[config.mk]
export PLATFORM = sky130hd
export DESIGN_NAME = a_unit_flat
export DESIGN_NICKNAME = d
export VERILOG_FILES = /design/src/rtl/a_unit_if.sv /design/src/rtl/a_unit.sv /design/src/flat_wrapper.sv
export SDC_FILE = /design/constraint.sdc
export NUM_CORES = 1
export LEC_CHECK = 0
export ABC_CLOCK_PERIOD_IN_PS = 1100
export BUFFER_PORTS_ARGS = -buffer_cell sky130_fd_sc_hd__buf_2
export CAP_MARGIN = 25
export CORE_ASPECT_RATIO = 1.2
export CORE_MARGIN = 3
export CORE_UTILIZATION = 38
export CTS_CLUSTER_SIZE = 25
export DETAILED_ROUTE_END_ITERATION = 8
export PLACE_DENSITY = 0.8
export SETUP_SLACK_MARGIN = 0.15
export SYNTH_ARGS = -nofsm -noshare
export SYNTH_HDL_FRONTEND = slang
export SYNTH_SLANG_ARGS = --single-unit
[constraint.sdc]
create_clock -name clk -period 1.1 [get_ports clk]
set_input_delay 0.11 -clock clk [delete_from_list [all_inputs] [get_ports clk]]
set_output_delay 0.11 -clock clk [all_outputs]
set_load 0.005 [all_outputs]
[src/rtl/a_unit_if.sv]
// a_unit_if: signal bundle for the a_unit truth-table function block.
// Optional coverage signals exist only when A_UNIT_COVERAGE_EN is defined.
// master = side that drives the function inputs and table load,
// slave  = the a_unit itself.
interface a_unit_if;
  logic        a;
  logic        b;
  logic        c;
  logic        d;
  logic        tt_we;
  logic [15:0] tt_data;
  logic        y_comb;
  logic        y;
  logic [15:0] tt_q;
`ifdef A_UNIT_COVERAGE_EN
  logic [15:0] cov;
  logic        cov_full;
`endif

  modport master (
`ifdef A_UNIT_COVERAGE_EN
    input  cov,
    input  cov_full,
`endif
    output a,
    output b,
    output c,
    output d,
    output tt_we,
    output tt_data,
    input  y_comb,
    input  y,
    input  tt_q
  );

  modport slave (
`ifdef A_UNIT_COVERAGE_EN
    output cov,
    output cov_full,
`endif
    input  a,
    input  b,
    input  c,
    input  d,
    input  tt_we,
    input  tt_data,
    output y_comb,
    output y,
    output tt_q
  );
endinterface

[src/rtl/a_unit.sv]
// a_unit: 4-input Boolean function y = f(a,b,c,d) defined by a reloadable
// 16-entry truth table indexed by {a,b,c,d} (a is the MSB).
// y_comb is the direct table lookup, y is the same value registered once.
// Optional feature macro: A_UNIT_COVERAGE_EN adds sticky per-index coverage
// (cov) and a registered all-covered flag (cov_full).
module a_unit #(
  parameter logic [15:0] TRUTH_TABLE = 16'hF888
) (
  input  logic     clk,
  input  logic     rst,
  a_unit_if.slave  bus
);

  // Table lookup kept as a function so the registered and combinational
  // paths are guaranteed to decode the index identically.
  function automatic logic tt_lookup(input logic [15:0] tt, input logic [3:0] idx);
    logic v;
    v = tt[idx];
    return v;
  endfunction

  logic [3:0]  w_idx;
  logic        w_y_comb;
  logic [15:0] r_tt_q;
  logic        r_y;

  // Form the table index from the function inputs and look up the result.
  always_comb begin
    w_idx    = {bus.a, bus.b, bus.c, bus.d};
    w_y_comb = tt_lookup(r_tt_q, w_idx);
  end

  // Core state: the table register and the registered result. y samples the
  // old table on a load edge because the lookup reads r_tt_q before update.
  always_ff @(posedge clk) begin
    if (rst) begin
      r_tt_q <= TRUTH_TABLE;
      r_y    <= 1'b0;
    end else begin
      r_y <= w_y_comb;
      if (bus.tt_we) begin
        r_tt_q <= bus.tt_data;
      end else begin
        r_tt_q <= r_tt_q;
      end
    end
  end

  assign bus.y_comb = w_y_comb;
  assign bus.y      = r_y;
  assign bus.tt_q   = r_tt_q;

`ifdef A_UNIT_COVERAGE_EN
  logic [15:0] r_cov;
  logic        r_cov_full;

  // Sticky per-index coverage; cov_full reflects the previous edge's cov,
  // so it rises one edge after the last missing index is recorded.
  always_ff @(posedge clk) begin
    if (rst) begin
      r_cov      <= 16'h0000;
      r_cov_full <= 1'b0;
    end else begin
      r_cov_full   <= &r_cov;
      r_cov[w_idx] <= 1'b1;
    end
  end

  assign bus.cov      = r_cov;
  assign bus.cov_full = r_cov_full;
`endif

endmodule

[src/flat_wrapper.sv]
// flat-port wrapper written by rule: the top's interface ports become plain ports
module a_unit_flat 
#(
  parameter logic [15:0] TRUTH_TABLE = 16'hF888
)
  (clk, rst, bus_a, bus_b, bus_c, bus_d, bus_tt_we, bus_tt_data, bus_y_comb, bus_y, bus_tt_q);
  a_unit_if bus_i ();
  input  logic clk;
  input  logic rst;
  input wire logic [$bits(bus_i.a)-1:0] bus_a;
  input wire logic [$bits(bus_i.b)-1:0] bus_b;
  input wire logic [$bits(bus_i.c)-1:0] bus_c;
  input wire logic [$bits(bus_i.d)-1:0] bus_d;
  input wire logic [$bits(bus_i.tt_we)-1:0] bus_tt_we;
  input wire logic [$bits(bus_i.tt_data)-1:0] bus_tt_data;
  output wire logic [$bits(bus_i.y_comb)-1:0] bus_y_comb;
  output wire logic [$bits(bus_i.y)-1:0] bus_y;
  output wire logic [$bits(bus_i.tt_q)-1:0] bus_tt_q;
  assign bus_i.a = bus_a;
  assign bus_i.b = bus_b;
  assign bus_i.c = bus_c;
  assign bus_i.d = bus_d;
  assign bus_i.tt_we = bus_tt_we;
  assign bus_i.tt_data = bus_tt_data;
  assign bus_y_comb = bus_i.y_comb;
  assign bus_y = bus_i.y;
  assign bus_tt_q = bus_i.tt_q;
  a_unit #(.TRUTH_TABLE(TRUTH_TABLE)) u_core (.clk(clk), .rst(rst), .bus(bus_i));
endmodule
Yosys cells after proc, flatten, opt, wreduce, memory -nomap -nowiden
Cells that the tools add are included.
{"block": "op_classes", "div_mod_pow": 0, "magnitude_cmp": 1, "n_reduce_logical": 0, "muxes": 2, "shifts": 0, "bitwise_logic": 0, "addsub": 0, "n_eq_ne": 0, "multipliers": 0}
{"cell": "$lt 4x5->1 const B", "n": 1}
{"cell": "$bmux 1 s4", "n": 1}
{"cell": "$mux 1", "n": 1}
{"block": "word_totals", "ff_bits": 17, "word_cells": 5, "rom_bits": 0, "mem_count": 0, "out_inout_bits": 18, "in_bits": 23, "ramBits": 0, "latchBits": 0}

Depth between registers and ports, before layout
Gate-level depths: netlist of the first run.
{"block": "logic_depth", "word_depth": 2, "depth_mapped": 4, "ltp_nobuf": 3}

Worst setup path after synthesis of the first run
No wires, ideal clock.
{"block": "synth_path", "path_type": "flip-flop to flip-flop", "from": "reg u_core.r_tt_q[7] (netlist: u_core.bus.tt_q[7])", "to": "reg u_core.r_y (netlist: u_core.bus.y)", "path_stages_with_launch": 4, "setup_ns": 0.134, "arrival_time_ns": 1.046, "period_less_slack_ns": 1.180, "setup_slack_ns": -0.080, "n_path_buf": 0, "required_time_ns": 0.966, "cell_sequence": "dfxtp_1 mux4_1 o22ai_1 a211oi_1"}
{"block": "synth_between", "elab_chain_len": 2}
{"item": "start: declaration", "line": "a_unit.sv:24", "source": "logic [15:0] r_tt_q;"}
{"item": "start signal: assignment", "line": "a_unit.sv:42", "source": "r_tt_q <= bus.tt_data;"}
{"item": "start signal: assignment", "line": "a_unit.sv:44", "source": "r_tt_q <= r_tt_q;"}
{"item": "$bmux 1 s4", "line": "a_unit.sv:18", "source": "v = tt[idx];"}
{"item": "$mux 1 (implied by the code)", "line": "a_unit.sv:18"}
{"item": "end signal: assignment", "line": "a_unit.sv:40", "source": "r_y <= w_y_comb;"}
{"item": "end: declaration", "line": "a_unit.sv:25", "source": "logic r_y;"}
No other way between the ends. The select of a mux whose other input is x is not followed.
A chain may end at the register's enable or synchronous reset.

Worst setup path after layout of the first run
{"block": "layout_path", "from": "reg u_core.r_tt_q[5] (netlist: u_core.bus.tt_q[5])", "to": "out bus_y_comb"}
{"block": "layout_between", "elab_chain_len": 2}
{"item": "$bmux 1 s4", "line": "a_unit.sv:18"}
{"item": "$mux 1 (implied by the code)", "line": "a_unit.sv:18"}
{"item": "end: declaration", "line": "flat_wrapper.sv:16", "source": "output wire logic [$bits(bus_i.y_comb)-1:0] bus_y_comb;"}
No other way between the ends. The select of a mux whose other input is x is not followed.

==> metrics.cfg, run 1 <==
[clocking]
h-tree-depth = 1
clkLatencyLatePin_ns = 0.28
cts_buffers = 3
cts_buffer_depth = 2
tritoncts = yes
cts_sinks = 17
holdBufCountCts = 0
cts-root-buf = clkbuf_4
path_clk_slew_ns = 0.09

[floorplanning]
rows = 16
dieArea_um2 = 2506
dieWidth_um = 46.20
io_pins = 41
coreArea_um2 = 1722
die_h_um = 54.24
start_util = 0.4281

[sta]
drv_slew = 0
fin_crit_ns = 1.611
worst_slack_ns = -0.5115
holdWs_ns = 0.02460
clock_skew_ns = 0.002258
tightest_slew_ns = 0.5023
fin_setup_tns_ns = -0.7298
hold_viol = 0
relSlewSlack = 0.6651
min_period_over_period = 1.465
rsz0062_at_grt = yes
finalSetupViolCount = 2
fmaxAchievable_ghz = 0.6206

[run_status]
failed_checks = setup timing
status = finished with violations

[drt]
via_per_inst = 5.186
drt_pass1_iterations = 3
post-route-drc-count = 0
wl_per_cell_um = 14.86
drt_iter0_markers = 6
wl_met3_um = 115
finalWirelength_um = 2080
route.layer.met1.wl_um = 784
wl_met2_um = 1164
top_layer = met4
vias = 726
drt.antenna.violating_nets = 0

[logic_synthesis]
synthCells = 64
yosysSeqAreaShare = 0.4618
syn-cell-area_um2 = 737.0
ys.warnings.count = 0
avgSynthCellArea_um2 = 11.51
synth_nets = 87
yosysUniqueCellTypes = 15
ys_ff_latch = 17

[grt]
grt_max_degree = 24
antenna_found_initial = 0
grt_use_total = 0.1741
grt_pass1_wl_um = 3049
grt_pass1_vias = 663
grt-ovfl-total = 0

[power_and_ir_drop]
p_per_area_nw_per_um2 = 1100
peakVddDrop_v = 0.0007988
leakagePower_nw = 0.6086

[final_layout]
layout_commonest_cell = buf_6
post-route-util = 0.7442
final_cell_area_um2 = 1281
final_cell_mix = buf_6 (28), buf_2 (26), dfxtp_2 (14)
antenna_cells = 0
layout.nets = 146
layout-drive-gt1-share = 0.6885
syn2layout_area_growth_pct = 73.85

[run]
max_cap_viol_count = 0

[setup_path]
crit_type = reg2out
crit_start = u_core.bus.tt_q[5]
path_cells = mux4_2, mux2i_4, a21oi_2, buf_2
crit_path_start_kind = flop
endpoint_kind = output port
worstReg2RegStart = u_core.bus.tt_q[5]
worstPathArrival_ns = 1.50
worst_path_max_delay_cell = mux4_2
critPathRequiredTime_ns = 0.99
path_max_fanout = 2
max_stage_delay_ns = 0.49

[placement]
dp_hpwl_um = 1357
portBuffers = 40
post-place-ws_ns = -0.1953
place_area_um2 = 1030
globalplace.congestion = 0.6894

[min_path]
hold_class = in2reg
min-delay-start = bus_tt_data[12]

metal layers:
layer / track usage / vias up
met5: 0 / -
met4: 0.09953 / 0
met3: 0.02632 / 2
met2: 0.2913 / 24
met1: 0.2077 / 352
li1: - / 348
critical path, delay by kind of cell, from the launching register on:
kind | cells | cell delay [ns]
compound gates | 1 | 0.07
buf+inv | 1 | 0.13
flops | 1 | 0.35
mux | 2 | 0.67
cell families after synthesis:
kind of cell,count (synthesis),share of synthesized area
AOI/OAI and AO/OA,10,0.1087
muxes,14,0.2784
and+or+nand+nor,18,0.1188
buffers and inverters,5,0.03225
DFF,17,0.4618
stage by stage:
stage / instances / total power, mW
floorplan: 64 / 0.8194
global placement: 131 / 0.9587
detailed placement: 131 / 0.9681
CTS: 136 / 1.358
global route: 140 / 1.487
finish: 140 / 1.409
sequential cells by signal, indices dropped and copies added (netlist names):
| signal | cells |
|---|---|
| u_core.bus.tt_q | 16 |
| u_core.bus.y | 1 |
power breakdown:
| part | switching [mW] | leakage, nW | internal, mW |
|---|---|---|---|
| clock network | 0.185 | 0.0150 | 0.141 |
| logic | 0.144 | 0.452 | 0.247 |
| registers | 0.0284 | 0.142 | 0.663 |
| total | 0.358 | 0.609 | 1.05 |
cell type report:
type	instances	area, um2
tap	18	22.52
timing repair buffer	58	475.5
multi-input combinational	42	395.4
clock buffer	4	26.28
inverter	1	3.754
sequential	17	357.8
fill	114	440.4
cells in the mapped netlist, drive strengths merged:
library cell   n  area (um2)
mux4           4       105.1
a211oi         1       7.510
a21oi          1       5.000
nand2          1       3.750
inv            1       3.750
o22ai          1       6.260
clkbuf         2       7.510
nor2           9       33.78
a211o          7       61.31
mux2i         10       100.1
nand2b         1       6.260
nor2b          7       43.79
buf            2       12.51
dfxtp         17       340.3
what timing repair did:
item	CTS	global route
resized for setup	38	9
setup endpoints to repair	15	17
pin swaps	1	1
setup buffers	1	4
gates cloned	0	0
path summary, 6_finish.rpt:
check | end | slack, ns | depth (start not counted)
worst min register to register | u_core.bus.tt_q[2] | 0.55 | 2
worst max register to register | u_core.bus.y | -0.22 | 4
worst max-delay path | bus_y_comb | -0.51 | 4
worst min-delay path | u_core.bus.tt_q[12] | 0.02 | 2
No activity file was read; power rests on OpenSTA's default activity.
==> run 2, diff against run 1 <==
- CORE_MARGIN: 3 -> 4
==> run 2 against run 1 <==
The flow still finishes with violations (setup timing); design area is 1.1% lower; clock power is 6% higher; worst setup slack worse by 0.0021 ns; fmax is 0.13% lower; critical path type unchanged; critical endpoint unchanged; largest power group unchanged; highest routed layer unchanged.
==> metrics.cfg, run 2 (synthesis results as in run 1) <==
[power_and_ir_drop]
p_per_area_nw_per_um2 = 1116  ; was 1100 nW/um2
peakVddDrop_v = 0.0006730  ; was 0.0007988 V
leakagePower_nw = 0.6118  ; was 0.6086 nW
power_mw = 1.415  ; was 1.409 mW

[drt]
post-route-drc-count = 0  ; unchanged
drt.antenna.violating_nets = 0  ; unchanged
finalWirelength_um = 2284  ; was 2080 um
wl_per_cell_um = 16.20  ; was 14.86 um
drt_pass1_iterations = 4  ; was 3
via_per_inst = 5.270  ; was 5.186
drt_iter0_markers = 18  ; was 6
vias = 743  ; was 726

[min_path]
whs_path_depth = 2  ; unchanged
hold_class = in2reg  ; unchanged
min-delay-start = bus_tt_data[14]  ; was bus_tt_data[12]
hold_end = u_core.bus.tt_q[14]  ; was u_core.bus.tt_q[12]

[setup_path]
path_cells = mux4_2, mux2i_2, a21oi_1, buf_2  ; was mux4_2, mux2i_4, a21oi_2, buf_2
crit_type = reg2out  ; unchanged
worstRegToRegCells = 4  ; unchanged
endpoint_kind = output port  ; unchanged
path_max_fanout = 2  ; unchanged
critPathRequiredTime_ns = 0.99  ; about the same
worstReg2RegStart = u_core.bus.tt_q[13]  ; was u_core.bus.tt_q[5]
worst-r2r-setup-slack_ns = -0.19  ; was -0.22 ns
max_stage_delay_ns = 0.47  ; was 0.49 ns
crit_path_start_kind = flop  ; unchanged
worst_path_max_delay_cell = mux4_2  ; unchanged
worstPathArrival_ns = 1.50  ; about the same
r2r_end = u_core.bus.y  ; unchanged

[final_layout]
syn2layout_area_growth_pct = 71.99  ; was 73.85%
antenna_cells = 0  ; unchanged
final_cell_mix = buf_6 (29), buf_2 (25), dfxtp_2 (16)  ; was buf_6 (28), buf_2 (26), dfxtp_2 (14)
fillCellCount = 141  ; was 114
largest_register_ffs = 16  ; unchanged
layout_commonest_cell = buf_6  ; unchanged
layout.nets = 146  ; unchanged
instances_no_fill = 141  ; was 140
final_cell_area_um2 = 1267  ; was 1281 um2
layout-drive-gt1-share = 0.6967  ; was 0.6885

[grt]
grt_use_total = 0.1725  ; was 0.1741
grt-ovfl-total = 0  ; unchanged
gr-usage-met1 = 0.1936  ; was 0.2077
grt_pass1_wl_um = 3443  ; was 3049 um
grt_pass1_vias = 820  ; was 663
antenna_found_initial = 0  ; unchanged
grt_max_degree = 24  ; unchanged
busiest_layer = met2  ; unchanged
use_met2 = 0.3022  ; was 0.2913
grtUsageMet3 = 0.04207  ; was 0.02632

[clocking]
cts_sinks = 17  ; unchanged
path_clk_slew_ns = 0.11  ; was 0.09 ns
tritoncts = yes  ; unchanged
h-tree-depth = 1  ; unchanged
clkLatencyLatePin_ns = 0.30  ; was 0.28 ns
cts_buffers = 3  ; unchanged
cts-root-buf = clkbuf_4  ; unchanged
cts_buffer_depth = 2  ; unchanged

[run]
max_cap_viol_count = 0  ; unchanged

[sta]
drv_slew = 0  ; unchanged
hold_viol = 0  ; unchanged
finalSetupViolCount = 2  ; unchanged
fin_crit_ns = 1.614  ; was 1.611 ns
relSlewSlack = 0.6597  ; was 0.6651
min_period_over_period = 1.467  ; was 1.465
clock_skew_ns = 0.007358  ; was 0.002258 ns
tightest_slew_ns = 0.5104  ; was 0.5023 ns
fmaxAchievable_ghz = 0.6198  ; was 0.6206 GHz
worst_slack_ns = -0.5136  ; was -0.5115 ns
rsz0062_at_grt = yes  ; unchanged

[floorplanning]
dieWidth_um = 48.20  ; was 46.20 um
coreArea_um2 = 1851  ; was 1722 um2
rows = 17  ; was 16
die_h_um = 56.24  ; was 54.24 um
dieArea_um2 = 2711  ; was 2506 um2
io_pins = 41  ; unchanged
start_util = 0.3982  ; was 0.4281

[run_status]
status = finished with violations  ; unchanged
failed_checks = setup timing  ; unchanged

[placement]
post-place-ws_ns = -0.1867  ; was -0.1953 ns
dpl.cell_count = 133  ; was 131
globalplace.congestion = 0.6952  ; was 0.6894
portBuffers = 40  ; unchanged
place_area_um2 = 1039  ; was 1030 um2
dp_hpwl_um = 1546  ; was 1357 um

## run 2: worst max-delay path by stage
| stage | startpoint | end | slack (ns) | depth (start not counted) |
|---|---|---|---|---|
| CTS | u_core.bus.tt_q[13] | bus_y_comb | -0.47 | 4 |
| finish | u_core.bus.tt_q[13] | bus_y_comb | -0.51 | 4 |
| floorplan | u_core.bus.tt_q[13] | u_core.bus.y | -0.03 | 3 |
| global route | u_core.bus.tt_q[13] | bus_y_comb | -0.60 | 4 |
| global placement | bus_b | bus_y_comb | -0.18 | 5 |
| detailed placement | bus_b | bus_y_comb | -0.19 | 5 |
## run 2: area by class of cell
class	instances	area (um2)	area share
Clock buffer	3	22.52	0.01777
Multi-Input combinational cell	42	370.4	0.2922
Timing Repair Buffer	58	481.7	0.3801
Tap cell	19	23.77	0.01876
Sequential cell	17	360.3	0.2843
Clock inverter	1	5.005	0.003949
Inverter	1	3.754	0.002961
## run 2: power breakdown
part           internal [mW]  switching, mW  leakage (nW)
logic                  0.240          0.136         0.452
clock network          0.136          0.210        0.0177
registers              0.664         0.0285         0.142
## run 2: repair_timing
action,4_1_cts,5_1_grt
setup buffers,2,2
pin swaps,1,1
setup endpoints to repair,16,20
resized for setup,39,7
hold buffers,0,0
## run 2: through the flow
step | hold WS [ns] | setup TNS [ns] | utilization
global route | 0.01494 | -0.8572 | 0.6849
detailed placement | 0.3208 | -0.2984 | 0.5612
CTS | 0.02246 | -0.5578 | 0.6646
global placement | 0.3187 | -0.2478 | 0.5612
floorplan | 0.2279 | -0.06202 | -
finish | 0.01264 | -0.7049 | 0.6849
## run 2: metal layers
layer,vias up,wire [um],share of wire
li1,347,-,-
met1,359,889,0.39
met2,31,1224,0.54
met3,6,123,0.054
met4,0,46,0.020
met5,-,0,0
## run 2: critical path: cells and delay by family, from the launching register on
family          cells  cell delay, ns
buf+inv             1            0.13
compound gates      1            0.09
flops               1            0.34
mux                 2            0.65
==> run 3, diff against run 2 <==
- ABC_CLOCK_PERIOD_IN_PS: 1100 -> 1800
- CORE_UTILIZATION: 38 -> 42
- PLACE_DENSITY: 0.8 -> 0.83
- clock period: 1.1 -> 1.8 ns (I/O delays scaled with it)
==> run 3 against run 2 <==
The run now ends clean; critical path depth did not move; worst setup slack improved by 0.63 ns; design area fell by 19%; hold slack improved by 0.093 ns; non-clock buffer count fell by 10; critical endpoint unchanged.
==> metrics.cfg, run 3 (synthesis results as in run 1) <==
[run_status]
status = finished, final reports clean  ; was finished with violations

[setup_path]
max_stage_delay_ns = 0.47  ; about the same
worst_path_max_delay_cell = mux4_2  ; unchanged
crit_type = reg2out  ; unchanged
crit_family = multiplexers  ; unchanged
critPathRequiredTime_ns = 1.62  ; was 0.99 ns
path_buf_inv = 1  ; unchanged
endpoint_kind = output port  ; unchanged
path_max_fanout = 3  ; was 2
crit_path_start_kind = flop  ; unchanged
path_cells = mux4_2, mux2i_2, a21oi_1, buf_2  ; unchanged
worstPathArrival_ns = 1.50  ; about the same

[clocking]
path_clk_slew_ns = 0.09  ; was 0.11 ns
clkLatencyLatePin_ns = 0.27  ; was 0.30 ns
tritoncts = yes  ; unchanged
holdBufCountCts = 0  ; unchanged
cts_sinks = 17  ; unchanged
cts_buffers = 3  ; unchanged
cts_buffer_depth = 2  ; unchanged
h-tree-depth = 1  ; unchanged
cts-root-buf = clkbuf_4  ; unchanged

[power_and_ir_drop]
switchingPower_uw = 192.6  ; was 374.5 uW
power.share.clock = 0.251  ; was 0.244
intPower_uw = 588.1  ; was 1.040 mW
comb_power_share = 0.212  ; was 0.266
p_sw_frac = 0.2467  ; was 0.2647
seqPwrFrac = 0.537  ; was 0.490
peakVddDrop_v = 0.0004911  ; was 0.0006730 V
leakagePower_nw = 0.5133  ; was 0.6118 nW
p_per_area_nw_per_um2 = 759.0  ; was 1116 nW/um2

[sta]
fin_setup_tns_ns = 0  ; was -0.7049 ns
finalSetupViolCount = 0  ; was 2
fin_crit_ns = 1.684
fmaxAchievable_ghz = 0.5940
worst_slack_ns = 0.1165  ; was -0.5136 ns
hold_viol = 0  ; unchanged
clock_skew_ns = 0.0007419  ; was 0.007358 ns
drv_slew = 0  ; unchanged
rsz0062_at_grt = yes  ; unchanged
relSlewSlack = 0.6768  ; was 0.6597
holdWs_ns = 0.1061  ; was 0.01264 ns
min_period_over_period = 0.9353
tightest_slew_ns = 0.4848  ; was 0.5104 ns

[placement]
dp_hpwl_um = 1260  ; was 1546 um
post-place-ws_ns = 0.3359  ; was -0.1867 ns
portBuffers = 40  ; unchanged
globalplace.congestion = 0.6625  ; was 0.6952

[floorplanning]
start_util = 0.4489  ; was 0.3982
io_pins = 41  ; unchanged
dieArea_um2 = 2492  ; was 2711 um2
rows = 16  ; was 17
coreArea_um2 = 1642  ; was 1851 um2
die_h_um = 53.89  ; was 56.24 um
dieWidth_um = 46.24  ; was 48.20 um

[run]
max_cap_viol_count = 0  ; unchanged

[drt]
vias = 659  ; was 743
wl_met2_um = 912  ; was 1224 um
drt.antenna.violating_nets = 0  ; unchanged
wl_met3_um = 113  ; was 123 um
via_per_inst = 5.069  ; was 5.270
post-route-drc-count = 0  ; unchanged
drt_pass1_iterations = 5  ; was 4
finalWirelength_um = 1766  ; was 2284 um
route.layer.met1.wl_um = 721  ; was 889 um
wl_per_cell_um = 13.58  ; was 16.20 um
top_layer = met4  ; unchanged
drt_iter0_markers = 6  ; was 18

[min_path]
hold_class = in2reg  ; unchanged

[final_layout]
antenna_cells = 0  ; unchanged
layout_commonest_cell = buf_2  ; was buf_6
post-route-util = 0.6265  ; was 0.6849
syn2layout_area_growth_pct = 39.56  ; was 71.99%
layout-drive-gt1-share = 0.5625  ; was 0.6967
layout.nets = 136  ; was 146
largest_register_ffs = 16  ; unchanged
fillCellCount = 135  ; was 141
final_cell_mix = buf_2 (40), dfxtp_1 (11), mux2i_1 (9), nor2_1 (9), buf_4 (8)  ; was buf_6 (29), buf_2 (25), dfxtp_2 (16)

[grt]
grt-ovfl-total = 0  ; unchanged
grt_use_total = 0.1478  ; was 0.1725
grt_pass1_vias = 623  ; was 820
antenna_found_initial = 0  ; unchanged
grt_pass1_wl_um = 2663  ; was 3443 um
grt_max_degree = 24  ; unchanged

run 3: changes by cell type in the layout (fill, tap and decap cells not counted), sizes merged:
cell | previous run | this run
buf | 58 | 48
clkbuf | 3 | 4
clkinv | 1 | 0
run 3: worst paths after layout:
| path | depth (start not counted) | from | end | slack, ns |
|---|---|---|---|---|
| max reg2reg | 7 | u_core.bus.tt_q[13] | u_core.bus.y | 0.23 |
| min | 2 | bus_tt_data[7] | u_core.bus.tt_q[7] | 0.11 |
| min reg2reg | 2 | u_core.bus.tt_q[5] | u_core.bus.tt_q[5] | 0.51 |
| max | 4 | u_core.bus.tt_q[13] | bus_y_comb | 0.12 |
run 3: final cells by class:
class	count	area [um2]	area share
multi-input combinational	42	367.9	0.3577
sequential	17	347.8	0.3382
timing repair buffer	48	260.3	0.2530
clock buffer	4	26.28	0.02555
tap	18	22.52	0.02190
inverter	1	3.754	0.003650
run 3: power by group through the flow:
| stage | Sequential (mW) | Combinational [mW] | Clock, mW |
|---|---|---|---|
| after floorplan | 0.426 | 0.0707 | 0 |
| after global placement | 0.425 | 0.131 | 0 |
| after detailed placement | 0.426 | 0.134 | 0 |
| after CTS | 0.418 | 0.163 | 0.200 |
| after global routing | 0.423 | 0.184 | 0.221 |
| final | 0.419 | 0.166 | 0.196 |
run 3: layer usage:
layer,GRT usage,up-vias
met5,0,-
met4,0.04265,0
met3,0.02341,2
met2,0.2683,25
met1,0.1743,302
li1,-,330
run 3: metrics by stage:
step	total power, mW	std cells	instance area (um2)
floorplan	0.4964	64	737.0
global placement	0.5557	118	939.7
detailed placement	0.5600	118	939.7
CTS	0.7811	130	1027
global route	0.8282	130	1028
finish	0.7806	130	1028
run 3: repair_timing:
action / 4_1_cts / 5_1_grt
endpoints found under the setup margin: 1 / 1
buffers inserted: 8 / 0
pin swaps: 2 / 1
resized for setup: 9 / 3
run 3: worst reg2reg max path, stage by stage, from the launching register on:
cell	delay [ns]
dfxtp_2	0.34
mux4_2	0.47
mux2i_2	0.19
buf_4	0.14
buf_4	0.09
buf_4	0.09
buf_4	0.09
a211oi_1	0.06
